$ cat src/rtl/histogram_frame_sequencer.sv
// Per-frame controller for a 256-bin grey-level histogram RAM.
// Each frame runs: clear every bin, gate one frame of pixels into the
// histogram, wait for the histogram read-modify-write pipe to drain, then
// scan the bins to build a cumulative distribution and write an 8-bit
// equalisation LUT for the downstream remap stage.
//
// Strobe semantics: oHistValid, oHistClear and oLutWe are single-cycle
// qualifiers with no back-pressure. The consumer must take the beat
// (pixel, clear address or LUT entry) on every cycle the strobe is high.
// oLutReady is a one-cycle pulse once the last LUT entry has been written.
module histogram_frame_sequencer #(
  parameter int PIX_LOG2  = 19,
  parameter int DRAIN_CYC = 2
) (
  input  logic        iClk,
  input  logic        iRst,
  input  logic        iStart,
  input  logic        iFrameStart,
  input  logic        iFrameEnd,
  input  logic        iPixValid,
  output logic        oHistValid,
  output logic        oHistClear,
  output logic [7:0]  oClrAddr,
  output logic [7:0]  oScanAddr,
  input  logic [19:0] iScanData,
  output logic        oLutWe,
  output logic [7:0]  oLutAddr,
  output logic [7:0]  oLutData,
  output logic [19:0] oPixCount,
  output logic        oBusy,
  output logic        oLutReady,
  output logic        oOverrun,
  output logic [2:0]  oDbgState
);

  typedef enum logic [2:0] {
    S_IDLE       = 3'd0,
    S_CLEAR      = 3'd1,
    S_WAIT_FRAME = 3'd2,
    S_ACCUM      = 3'd3,
    S_DRAIN      = 3'd4,
    S_SCAN       = 3'd5,
    S_DONE       = 3'd6
  } state_e;

  // Last count value of the drain window (DRAIN_CYC must be at least 1).
  localparam logic [8:0] DRAIN_LAST = 9'(DRAIN_CYC - 1);
  localparam logic [19:0] PIX_MAX   = 20'hFFFFF;

  state_e      state_q, state_d;
  // Shared phase counter: clear address, drain count, scan index (0..256).
  logic [8:0]  cnt_q, cnt_d;
  logic [19:0] cdf_q, cdf_d;
  logic [19:0] pix_q, pix_d;
  logic        overrun_q, overrun_d;

  logic        hist_valid_c;
  logic        hist_clear_c;
  logic        lut_we_c;
  logic        lut_ready_c;
  logic [7:0]  scan_addr_c;
  logic [7:0]  lut_addr_c;

  // Scan datapath: saturating cdf update and normalised LUT value.
  logic [20:0] cdf_sum;
  logic [19:0] cdf_new;
  logic [27:0] lut_prod;
  logic [27:0] lut_shift;
  logic [7:0]  lut_val;

  assign cdf_sum   = {1'b0, cdf_q} + {1'b0, iScanData};
  assign cdf_new   = cdf_sum[20] ? PIX_MAX : cdf_sum[19:0];
  assign lut_prod  = {8'd0, cdf_new} * 28'd255;
  assign lut_shift = lut_prod >> PIX_LOG2;
  assign lut_val   = (lut_shift > 28'd255) ? 8'hFF : lut_shift[7:0];

  // State, counters, cdf accumulator and sticky overrun flag.
  always_ff @(posedge iClk or posedge iRst) begin
    if (iRst) begin
      state_q   <= S_IDLE;
      cnt_q     <= 9'd0;
      cdf_q     <= 20'd0;
      pix_q     <= 20'd0;
      overrun_q <= 1'b0;
    end else begin
      state_q   <= state_d;
      cnt_q     <= cnt_d;
      cdf_q     <= cdf_d;
      pix_q     <= pix_d;
      overrun_q <= overrun_d;
    end
  end

  // Next-state logic and per-state strobes.
  always_comb begin
    state_d      = state_q;
    cnt_d        = cnt_q;
    cdf_d        = cdf_q;
    pix_d        = pix_q;
    overrun_d    = overrun_q;
    hist_valid_c = 1'b0;
    hist_clear_c = 1'b0;
    lut_we_c     = 1'b0;
    lut_ready_c  = 1'b0;
    scan_addr_c  = 8'd0;
    lut_addr_c   = 8'd0;

    // A frame start is only legal while waiting for one; anywhere else in
    // the busy sequence it means upstream and this block are out of step.
    if (iFrameStart && (state_q != S_IDLE) && (state_q != S_WAIT_FRAME)) begin
      overrun_d = 1'b1;
    end

    case (state_q)
      S_IDLE: begin
        if (iStart) begin
          state_d = S_CLEAR;
          cnt_d   = 9'd0;
        end
      end

      S_CLEAR: begin
        hist_clear_c = 1'b1;
        if (cnt_q[7:0] == 8'd255) begin
          state_d = S_WAIT_FRAME;
          cnt_d   = 9'd0;
        end else begin
          cnt_d = cnt_q + 9'd1;
        end
      end

      S_WAIT_FRAME: begin
        if (iFrameStart) begin
          state_d = S_ACCUM;
          pix_d   = iPixValid ? 20'd1 : 20'd0;
        end
      end

      S_ACCUM: begin
        hist_valid_c = iPixValid;
        if (iPixValid && (pix_q != PIX_MAX)) begin
          pix_d = pix_q + 20'd1;
        end
        if (iFrameEnd) begin
          state_d = S_DRAIN;
          cnt_d   = 9'd0;
        end
      end

      S_DRAIN: begin
        if (cnt_q == DRAIN_LAST) begin
          state_d = S_SCAN;
          cnt_d   = 9'd0;
        end else begin
          cnt_d = cnt_q + 9'd1;
        end
      end

      S_SCAN: begin
        // Index 256 is the tail cycle that consumes the data for bin 255.
        scan_addr_c = cnt_q[8] ? 8'hFF : cnt_q[7:0];
        if (cnt_q != 9'd0) begin
          cdf_d      = cdf_new;
          lut_we_c   = 1'b1;
          lut_addr_c = cnt_q[7:0] - 8'd1;
        end
        if (cnt_q == 9'd256) begin
          state_d = S_DONE;
          cnt_d   = 9'd0;
        end else begin
          cnt_d = cnt_q + 9'd1;
        end
      end

      S_DONE: begin
        lut_ready_c = 1'b1;
        cdf_d       = 20'd0;
        state_d     = S_CLEAR;
        cnt_d       = 9'd0;
      end

      default: begin
        state_d = S_IDLE;
        cnt_d   = 9'd0;
      end
    endcase
  end

  assign oHistValid = hist_valid_c;
  assign oHistClear = hist_clear_c;
  assign oClrAddr   = hist_clear_c ? cnt_q[7:0] : 8'd0;
  assign oScanAddr  = scan_addr_c;
  assign oLutWe     = lut_we_c;
  assign oLutAddr   = lut_addr_c;
  assign oLutData   = lut_we_c ? lut_val : 8'd0;
  assign oPixCount  = pix_q;
  assign oBusy      = (state_q != S_IDLE);
  assign oLutReady  = lut_ready_c;
  assign oOverrun   = overrun_q;
  assign oDbgState  = state_q;

endmodule
$ cat config.mk
export PLATFORM = sky130hd
export DESIGN_NAME = histogram_frame_sequencer
export DESIGN_NICKNAME = d
export VERILOG_FILES = /design/src/rtl/histogram_frame_sequencer.sv
export SDC_FILE = /design/constraint.sdc
export NUM_CORES = 1
export LEC_CHECK = 0
export ABC_CLOCK_PERIOD_IN_PS = 19600
export CAP_MARGIN = 25
export CELL_PAD_IN_SITES_DETAIL_PLACEMENT = 1
export CELL_PAD_IN_SITES_GLOBAL_PLACEMENT = 1
export CORE_MARGIN = 3
export CORE_UTILIZATION = 48
export DETAILED_ROUTE_END_ITERATION = 6
export HOLD_SLACK_MARGIN = 0.1
export PLACE_DENSITY_LB_ADDON = 0.2
export SYNTH_ARGS = -nofsm -noshare
export SYNTH_HDL_FRONTEND = slang
export SYNTH_SLANG_ARGS = --single-unit
export TNS_END_PERCENT = 5
$ cat constraint.sdc
create_clock -name iClk -period 19.6 [get_ports iClk]
set_input_delay 3.92 -clock iClk [delete_from_list [all_inputs] [get_ports iClk]]
set_output_delay 3.92 -clock iClk [all_outputs]
set_load 0.005 [all_outputs]
After elaboration in Yosys (flattened, before gate mapping)
Cells that the tools add are included.

Register bits: 53. Bits of input ports: 26. Output and inout port bits: 61.

$add $sub $neg: 4. $mul: 1. Order comparisons: 1. Equality and inequality tests: 19. Multiplexer cells: 32. Bitwise operators: 1. Reduce and logical (&&, ||, !) cells: 12.

Operators with widths (count): 20-bit two-way mux (4); 20-bit case mux with 2 select lines (2); 8-bit two-way mux (7); 9-bit case mux with 6 select lines (1); 9-bit two-way mux (5); 20-bit by 8-bit multiplier with 28-bit output (second input constant) (1); 20-bit by 20-bit adder with 21-bit output (1); 3-bit case mux with 7 select lines (1); 20-bit by 1-bit adder with 20-bit output (second input constant) (1); 20-bit inequality test (second input constant) (1); 3-bit two-way mux (6); 2-bit inequality test (second input constant) (8); 9-bit by 1-bit adder with 9-bit output (second input constant) (1); 3-bit == test (second input constant) (3); 9-bit by 1-bit == test with 1-bit output (second input constant) (1); 9-bit == test (second input constant) (1); 9-bit by 8-bit > comparator with 1-bit output (second input constant) (1); 9-bit nonzero test (1); 8-bit == test (second input constant) (1); 8-bit by 1-bit subtractor with 8-bit output (second input constant) (1); 3-bit by 2-bit == test with 1-bit output (second input constant) (2); 1-bit two-way mux (6); 3-bit AND reduction (2); 6-bit AND reduction (1); other kinds (8) (11).

Depth between registers and ports, before layout
Gate-level depths: netlist of the first run.

Depth in word-level cells: 6. Mapped depth: 28. Gate-level depth less buffers: 26.

Worst setup path after synthesis of the first run
OpenSTA, ideal clock, no wires.

Path kind: input -> output. From: in iScanData[0]. To: out oLutData[0]. Data arrival time: 10.211 ns. Slack: 5.469 ns. Stages on the path: 25. Cells stage by stage: ha_1 -> fa_1 -> a21o_1 -> a311oi_2 -> or3_1 -> a21oi_2 -> o21a_2 -> buf_8 -> buf_6 -> nor2_1 -> inv_1 -> fa_1 -> fa_1 -> fa_1 -> inv_1 -> fa_1 -> inv_1 -> ha_1 -> and3_1 -> nand3_1 -> a2111oi_2 -> o211ai_1 -> nor4b_1 -> nor3_2 -> a21oi_1.

Word-level cells in the longest chain between the ends: 6.

Ends and longest elaborated chain: start, declared (RTL line 25) `input logic [19:0] iScanData,`; 20-bit by 20-bit adder with 21-bit output (*) (RTL line 71) `assign cdf_sum = {1'b0, cdf_q} + {1'b0, iScanData};`; 20-bit two-way mux (*) (RTL line 72) `assign cdf_new = cdf_sum[20] ? PIX_MAX : cdf_sum[19:0];`; 20-bit by 8-bit multiplier with 28-bit output (*) (RTL line 73) `assign lut_prod = {8'd0, cdf_new} * 28'd255;`; 9-bit by 8-bit > comparator with 1-bit output (RTL line 75) `assign lut_val = (lut_shift > 28'd255) ? 8'hFF : lut_shift[7:0];`; 8-bit two-way mux (*) (RTL line 75); 8-bit two-way mux (*) (RTL line 195) `assign oLutData = lut_we_c ? lut_val : 8'd0;`; end, declared (RTL line 28) `output logic [7:0] oLutData,`.

Every way passes the cells marked *; elsewhere a longest branch is shown, timed or not.

Worst setup path in the final report of the first run
Ends and elaborated chain as after synthesis.

==> results of run 1 <==
[layer usage]
| layer | GRT usage (%) | wire, um | vias up |
|---|---|---|---|
| met5 | 0 | 0 | - |
| met4 | 5.951 | 405 | 0 |
| met3 | 3.359 | 520 | 31 |
| met2 | 46.49 | 11170 | 95 |
| met1 | 29.38 | 8609 | 3310 |
| li1 | - | - | 3120 |
[layout make-up]
type                       instances  area share, %
inverter                         151          6.483
tap                              211          3.007
timing repair buffer              92          10.33
sequential                        53          15.10
clock inverter                     3         0.5415
multi-input combinational        653          63.11
clock buffer                       5          1.425
[sequential cells by signal, summed over array words and instances (netlist names)]
register and flops:
oPixCount 20, cnt_q 9, oDbgState 3, cdf_q 20
oOverrun 1
[cells in the mapped netlist, drive strengths merged, types with 5 or more instances]
cell    number
buf         11
o21a         8
a211oi      10
and2        12
a21oi       50
o21ai       83
dfrtp       53
ha          82
a21o        20
xnor2       30
nand2b      10
a211o        5
o31ai        5
nor2        69
nand2       37
and3        16
inv        151
nand4       11
o21bai       6
fa          77
nand3       42
a31oi       12
xor2        11
nor3         6
clkbuf      22
[through the flow]
stage	hold slack, ns	cells	setup WS [ns]	instance area (sq um)
after floorplan	0.4590	890	5.469	7605
after detailed placement	0.4600	1159	3.814	8603
final	0.4782	1168	3.799	8781
after CTS	0.4834	1167	3.788	8776
after global routing	0.4915	1168	3.231	8781
after global placement	0.4591	1158	4.065	8592
[worst max-delay path by stage]
stage	to	slack, ns	cells past startpoint
final	oLutData[0]	3.80	25
after global routing	oLutData[7]	3.23	25
after CTS	oLutData[0]	3.79	25
after detailed placement	oLutData[0]	3.81	25
after global placement	oLutData[3]	4.07	25
after floorplan	oLutData[0]	5.47	25
[worst max-delay path, delay by kind of cell]
kind | cells | cell delay (ns)
adder cells (fa/ha/maj) | 7 | 3.16
buffers and inverters | 5 | 1.17
AO/OA/AOI/OAI | 7 | 1.94
AND/OR/NAND/NOR | 6 | 1.68
[kinds of logic after synthesis]
group / count (synthesis) / synth area share (%)
AND/OR/NAND/NOR: 225 / 15.22
XOR/XNOR: 41 / 4.722
adder cells (fa/ha/maj): 159 / 33.76
buffers and inverters: 184 / 9.691
multiplexers: 4 / 0.6581
AO/OA/AOI/OAI: 224 / 18.51
flip-flops: 53 / 17.44
==> results.py, run 1 <==
metrics = {
    "clock_tree": {
        "ctsResizeCount": 0,
        "clock-sinks": 53,
        "clk_latency_ns": 0.31,
        "cts_setup_buffers": 0,
        "clkTransAtPathRegs_ns": 0.08,
        "ctsHoldBuffers": 0,
        "clock-root-buffer": "clkbuf_16",
        "cts-buffers-inserted": 5,
        "cts_tree": "done",
        "cts_max_path_buffers": 2,
        "h-tree-depth": 2,
    },
    "die": {
        "start_util_pct": 49.47,
        "die_h_um": 131.9,
        "rows": 45,
        "die_width_um": 131.9,
        "io_pins": 87,
        "dieArea_sq_um": 17390,
        "coreArea_sq_um": 15370,
    },
    "final_layout": {
        "utilization_pct": 57.13,
        "multi_input_area_sq_um": 5542,
        "num_antenna_cells": 0,
        "final_common_cell": "inv_1",
        "area_growth_pct": 15.47,
        "fillers": 1851,
        "final_cell_mix": "inv_1 (148), clkdlybuf4s50_1 (86), ha_1 (82), o21ai_0 (80), fa_1 (77)",
        "nets": 1141,
        "ff_latch_area_sq_um": 1326,
        "drive_gt1_share_pct": 4.389,
    },
    "sta": {
        "slew_headroom_pct": 47.37,
        "setup_tns_ns": 0,
        "rsz0062_at_grt": "false",
        "timing.final.crit_share_pct": 80.62,
        "worstMarginPinSlew_ns": 0.7876,
        "post-route-min-period_ns": 15.80,
        "final_hold_viol_count": 0,
        "fin_worst_skew_ns": 0.009261,
        "max_freq_ghz": 0.06329,
        "finalSetupViolCount": 0,
        "drv_slew": 0,
    },
    "synth": {
        "synth_edf_count": 0,
        "ys_warn_count": 0,
        "synthCells": 890,
        "ys_seq_area_share_pct": 17.44,
        "ys_ff_latch": 53,
        "synth_nets": 1075,
        "syn_area_sq_um": 7605,
        "synth_top_area_cell": "fa_1",
        "yosys.area.top_type_share_pct": 20.27,
        "synth_area_leaders": "fa_1 (20%), dfrtp_1 (17%), ha_1 (13%), inv_1 (7.4%), o21ai_0 (5.3%)",
        "synth_top_flop_cell": "dfrtp_1",
        "postSynthAreaPerCell_sq_um": 8.545,
        "synthDistinctLibCells": 71,
        "async_reset_ff_share_pct": 100.0,
    },
    "place": {
        "io_buffers": 86,
        "dp.final_hpwl_um": 16930,
        "gp_congestion": 0.8485,
    },
    "route": {
        "drt-pass1-iter-count": 4,
        "ant_nets": 0,
        "drtIter0Drc": 187,
        "wl_per_cell_um": 17.73,
        "post-route-drc-count": 0,
        "vias_per_cell": 5.613,
        "num_vias": 6556,
        "wirelength_um": 20710,
    },
    "critical_path": {
        "r2r_cells": 9,
        "crit_type": "primary input to output port",
        "slowest_delay_ns": 0.67,
        "path_common_cell": "fa_1",
        "path_max_fanout": 26,
        "crit_start": "iScanData[0]",
        "arrival_ns": 11.88,
        "r2r-start": "cdf_q[0]",
        "critPathCaptureType": "output port",
        "cpMaxStageDelayCell": "fa_1",
        "reg2reg_slack_ns": 16.43,
        "crit_required_ns": 15.68,
        "rr_endpoint": "cdf_q[12]",
        "setup.worst_path.start_class": "primary input",
    },
    "grt": {
        "grt_first_pass_wirelength_um": 35580,
        "antenna_found_initial": 0,
        "grt_pass1_vias": 7230,
        "grt_overflow": 0,
        "grt_max_degree": 54,
        "grt_usage_pct": 24.60,
    },
    "hold_path": {
        "hold_path.class": "flop to flop",
        "min_from": "oOverrun",
        "holdPathEnd": "oOverrun",
        "hold_depth": 1,
    },
    "run": {
        "cap_violations": 0,
    },
    "run_status": {
        "outcome": "complete, no violations",
    },
}
Power of run 1 is not shown: default switching activity piles up to over one toggle a cycle in this logic, so the estimate is an artifact.
==> inputs of run 2 (changes only) <==
--- a/config.mk
+++ b/config.mk
@@ -5,12 +5,12 @@
 export SDC_FILE = /design/constraint.sdc
 export NUM_CORES = 1
 export LEC_CHECK = 0
-export ABC_CLOCK_PERIOD_IN_PS = 19600
+export ABC_CLOCK_PERIOD_IN_PS = 16400
 export CAP_MARGIN = 25
 export CELL_PAD_IN_SITES_DETAIL_PLACEMENT = 1
 export CELL_PAD_IN_SITES_GLOBAL_PLACEMENT = 1
 export CORE_MARGIN = 3
-export CORE_UTILIZATION = 48
+export CORE_UTILIZATION = 44
 export DETAILED_ROUTE_END_ITERATION = 6
 export HOLD_SLACK_MARGIN = 0.1
 export PLACE_DENSITY_LB_ADDON = 0.2
==> constraint.sdc (replaced) <==
create_clock -name iClk -period 16.4 [get_ports iClk]
set_input_delay 3.28 -clock iClk [delete_from_list [all_inputs] [get_ports iClk]]
set_output_delay 3.28 -clock iClk [all_outputs]
set_load 0.005 [all_outputs]
==> results.py, run 2 (synthesized netlist as in run 1, its figures left out) <==
metrics = {
    "sta": {
        "drv_slew": 0,
        "timing.final.crit_share_pct": 88.58,
        "final_hold_viol_count": 0,
        "rsz0062_at_grt": "false",
        "post-route-min-period_ns": 14.53,
        "slew_headroom_pct": 47.89,
        "setup_tns_ns": 0,
        "finalSetupViolCount": 0,
        "worstMarginPinSlew_ns": 0.7782,
        "max_freq_ghz": 0.06884,
        "fin_worst_skew_ns": 0.01081,
    },
    "die": {
        "die_h_um": 137.5,
        "coreArea_sq_um": 16760,
        "start_util_pct": 45.38,
        "io_pins": 87,
        "dieArea_sq_um": 18900,
        "rows": 47,
        "die_width_um": 137.5,
    },
    "route": {
        "drt-pass1-iter-count": 4,
        "drtIter0Drc": 158,
        "vias_per_cell": 5.489,
        "wirelength_um": 20310,
        "post-route-drc-count": 0,
        "ant_nets": 0,
        "wl_per_cell_um": 17.24,
        "num_vias": 6466,
    },
    "clock_tree": {
        "cts_setup_buffers": 0,
        "clock-root-buffer": "clkbuf_16",
        "ctsHoldBuffers": 0,
        "clkTransAtPathRegs_ns": 0.07,
        "clk_latency_ns": 0.31,
        "clock-sinks": 53,
        "cts_tree": "done",
        "cts-buffers-inserted": 5,
        "ctsResizeCount": 0,
        "cts_max_path_buffers": 2,
        "h-tree-depth": 2,
    },
    "final_layout": {
        "final_cell_mix": "inv_1 (148), clkdlybuf4s50_1 (86), ha_1 (82), o21ai_0 (80), fa_1 (77)",
        "area_growth_pct": 15.65,
        "drive_gt1_share_pct": 4.489,
        "fillers": 2020,
        "final_common_cell": "inv_1",
        "stdcell_area_sq_um": 8795,
        "num_antenna_cells": 0,
        "nets": 1142,
    },
    "hold_path": {
        "hold_path.class": "flop to flop",
        "min_from": "oOverrun",
        "holdPathEnd": "oOverrun",
        "hold_depth": 1,
    },
    "critical_path": {
        "crit_type": "primary input to output port",
        "path_delay_family": "adder cells",
        "rr_endpoint": "cdf_q[12]",
        "path_common_cell": "fa_1",
        "crit_required_ns": 13.12,
        "slowest_delay_ns": 0.67,
        "critPathCaptureType": "output port",
        "r2r-start": "cdf_q[0]",
        "crit_start": "iScanData[0]",
        "reg2reg_slack_ns": 13.23,
        "r2r_cells": 9,
        "arrival_ns": 11.25,
        "cpMaxStageDelayCell": "fa_1",
        "path_max_fanout": 26,
        "setup.worst_path.start_class": "primary input",
        "crit_buf_inv": 5,
    },
    "grt": {
        "antenna_found_initial": 0,
        "grt_overflow": 0,
        "grt_usage_pct": 22.62,
        "grt_max_degree": 55,
        "grt_pass1_vias": 6961,
        "grt_first_pass_wirelength_um": 34250,
    },
    "place": {
        "dp.final_hpwl_um": 16540,
        "place_area_sq_um": 8620,
        "io_buffers": 86,
        "gp_congestion": 0.8480,
    },
    "run": {
        "cap_violations": 0,
    },
    "run_status": {
        "outcome": "complete, no violations",
    },
}
## run 2: cell types whose count changed in the layout (fill, tap and decap cells not counted), sizes merged
cell	change
bufinv	-1
inv	-1
clkinvlp	+1
buf	+2
## run 2: metrics by stage
step	setup slack, ns	cells	hold WS (ns)	utilization (%)
5_1_grt	1.269	1178	0.4961	52.47
4_1_cts	1.793	1177	0.4852	52.36
3_5_place_dp	1.886	1169	0.4642	51.43
6_report	1.873	1178	0.4803	52.47
3_3_place_gp	2.095	1167	0.4605	51.33
2_1_floorplan	3.549	890	0.4590	-
## run 2: worst max path at each step
| stage | slack [ns] | depth (start not counted) | to |
|---|---|---|---|
| floorplan | 3.55 | 25 | oLutData[0] |
| global placement | 2.09 | 25 | oLutData[3] |
| detailed placement | 1.89 | 25 | oLutData[4] |
| CTS | 1.79 | 25 | oLutData[4] |
| global route | 1.27 | 27 | oLutData[4] |
| finish | 1.87 | 25 | oLutData[4] |
## run 2: layout make-up
type | instances | area [sq um] | share of cell area (%)
timing repair buffer | 93 | 927.1 | 10.54
sequential | 53 | 1326 | 15.08
clock inverter | 2 | 16.27 | 0.1849
clock buffer | 6 | 138.9 | 1.579
tap | 220 | 275.3 | 3.130
inverter | 151 | 569.3 | 6.473
multi-input combinational | 653 | 5542 | 63.01
## run 2: layer usage
metal	share of wire, %	GRT usage (%)	wire [um]
met2	53	42.65	10840
met5	0	0	0
met1	42	27.17	8585
met4	1.6	4.601	321
met3	2.7	3.287	556
Power of run 2 is left out for the same reason.
==> inputs of run 3 (changes only) <==
--- a/config.mk
+++ b/config.mk
@@ -13,7 +13,9 @@
 export CORE_UTILIZATION = 44
 export DETAILED_ROUTE_END_ITERATION = 6
 export HOLD_SLACK_MARGIN = 0.1
+export MAX_ROUTING_LAYER = met4
 export PLACE_DENSITY_LB_ADDON = 0.2
+export SLEW_MARGIN = 15
 export SYNTH_ARGS = -nofsm -noshare
 export SYNTH_HDL_FRONTEND = slang
 export SYNTH_SLANG_ARGS = --single-unit
==> results.py, run 3 (synthesized netlist as in run 1, its figures left out) <==
metrics = {
    "die": {
        "start_util_pct": 45.38,
        "die_width_um": 137.5,
        "io_pins": 87,
        "die_h_um": 137.5,
        "rows": 47,
        "dieArea_sq_um": 18900,
        "coreArea_sq_um": 16760,
    },
    "place": {
        "gp_congestion": 0.8614,
        "dp.final_hpwl_um": 16510,
        "placedCellCount": 1169,
        "io_buffers": 86,
    },
    "final_layout": {
        "final_common_cell": "inv_1",
        "final_cell_mix": "inv_1 (148), clkdlybuf4s50_1 (86), ha_1 (82), o21ai_0 (80), fa_1 (77)",
        "num_antenna_cells": 0,
        "ff_latch_area_sq_um": 1326,
        "area_growth_pct": 15.45,
        "fin_cells": 1177,
        "nets": 1141,
        "drive_gt1_share_pct": 4.389,
        "multi_input_area_sq_um": 5550,
        "fillers": 2021,
    },
    "sta": {
        "max_freq_ghz": 0.06904,
        "fin_worst_skew_ns": 0.008380,
        "slew_headroom_pct": 51.47,
        "final_hold_viol_count": 0,
        "post-route-min-period_ns": 14.48,
        "worstMarginPinSlew_ns": 0.7247,
        "drv_slew": 0,
        "timing.final.crit_share_pct": 88.32,
        "rsz0062_at_grt": "false",
        "setup_tns_ns": 0,
        "finalSetupViolCount": 0,
    },
    "grt": {
        "grt_usage_pct": 23.24,
        "antenna_found_initial": 0,
        "grt_overflow": 0,
        "grt_first_pass_wirelength_um": 34240,
        "grt_pass1_vias": 6913,
        "grt_max_degree": 55,
    },
    "route": {
        "ant_nets": 0,
        "wl_per_cell_um": 17.12,
        "drt-pass1-iter-count": 4,
        "met1Wirelength_um": 8555,
        "post-route-drc-count": 0,
        "wl_met2_um": 10770,
        "wirelength_um": 20150,
        "num_vias": 6471,
        "wl_met3_um": 477,
        "routed.top_layer": "met4",
        "drtIter0Drc": 157,
        "vias_per_cell": 5.498,
    },
    "clock_tree": {
        "clock-root-buffer": "clkbuf_16",
        "clk_latency_ns": 0.30,
        "ctsHoldBuffers": 0,
        "clkTransAtPathRegs_ns": 0.07,
        "cts_tree": "done",
        "ctsResizeCount": 0,
        "cts_setup_buffers": 0,
        "cts_max_path_buffers": 2,
        "h-tree-depth": 2,
        "clock-sinks": 53,
        "cts-buffers-inserted": 5,
    },
    "critical_path": {
        "critPathCaptureType": "output port",
        "reg2reg_slack_ns": 13.26,
        "setup.worst_path.start_class": "primary input",
        "path_max_fanout": 26,
        "r2r_cells": 9,
        "crit_start": "iScanData[0]",
        "crit_type": "primary input to output port",
        "crit_end": "oLutData[4]",
        "rr_endpoint": "cdf_q[12]",
        "arrival_ns": 11.20,
        "r2r-start": "cdf_q[0]",
        "crit_required_ns": 13.12,
    },
    "hold_path": {
        "hold_path.class": "flop to flop",
    },
    "run": {
        "cap_violations": 0,
    },
    "run_status": {
        "outcome": "complete, no violations",
    },
}
==> run 3: worst min path at each step <==
stage	from	endpoint	slack, ns	depth (start not counted)
after global routing	oOverrun	oOverrun	0.50	1
final	oOverrun	oOverrun	0.48	1
after global placement	oOverrun	oOverrun	0.46	1
after CTS	oOverrun	oOverrun	0.48	1
after floorplan	oOverrun	oOverrun	0.46	1
after detailed placement	oOverrun	oOverrun	0.46	1
==> run 3: final cells by class <==
class	instances	share of cell area [%]
sequential	53	15.11
inverter	151	6.484
timing repair buffer	92	10.29
clock buffer	6	1.582
multi-input combinational	653	63.22
tap	220	3.135
clock inverter	2	0.1853
==> run 3: routing by layer <==
layer | track usage (%) | vias to the layer above
met5 | - | -
met3 | 2.593 | 26
met2 | 42.14 | 90
met1 | 27.86 | 3228
li1 | - | 3127
met4 | 4.878 | 0
==> run 3: stage by stage <==
step | hold WS [ns] | setup WS (ns) | instance area (sq um) | util (%)
CTS | 0.4847 | 1.846 | 8771 | 52.33
global placement | 0.4605 | 2.095 | 8603 | 51.33
global route | 0.4960 | 1.309 | 8780 | 52.39
floorplan | 0.4590 | 3.549 | 7605 | -
detailed placement | 0.4642 | 1.879 | 8616 | 51.41
finish | 0.4798 | 1.916 | 8780 | 52.39
==> run 3: critical path: stages <==
cell,delay [ns]
clkdlybuf4s50_1,0.41
ha_1,0.22
fa_1,0.41
a21o_1,0.21
a311oi_2,0.34
or3_1,0.23
a21oi_2,0.11
o21a_2,0.45
nor2_1,0.50
inv_1,0.19
fa_1,0.67
fa_1,0.47
fa_1,0.55
inv_1,0.06
fa_1,0.53
inv_1,0.04
ha_1,0.30
and3_1,0.17
nand3_1,0.14
a2111oi_2,0.43
o211ai_1,0.21
nor4b_1,0.19
nor3_2,0.46
a21oi_1,0.16
clkdlybuf4s50_1,0.48
Power of run 3 is left out for the same reason.
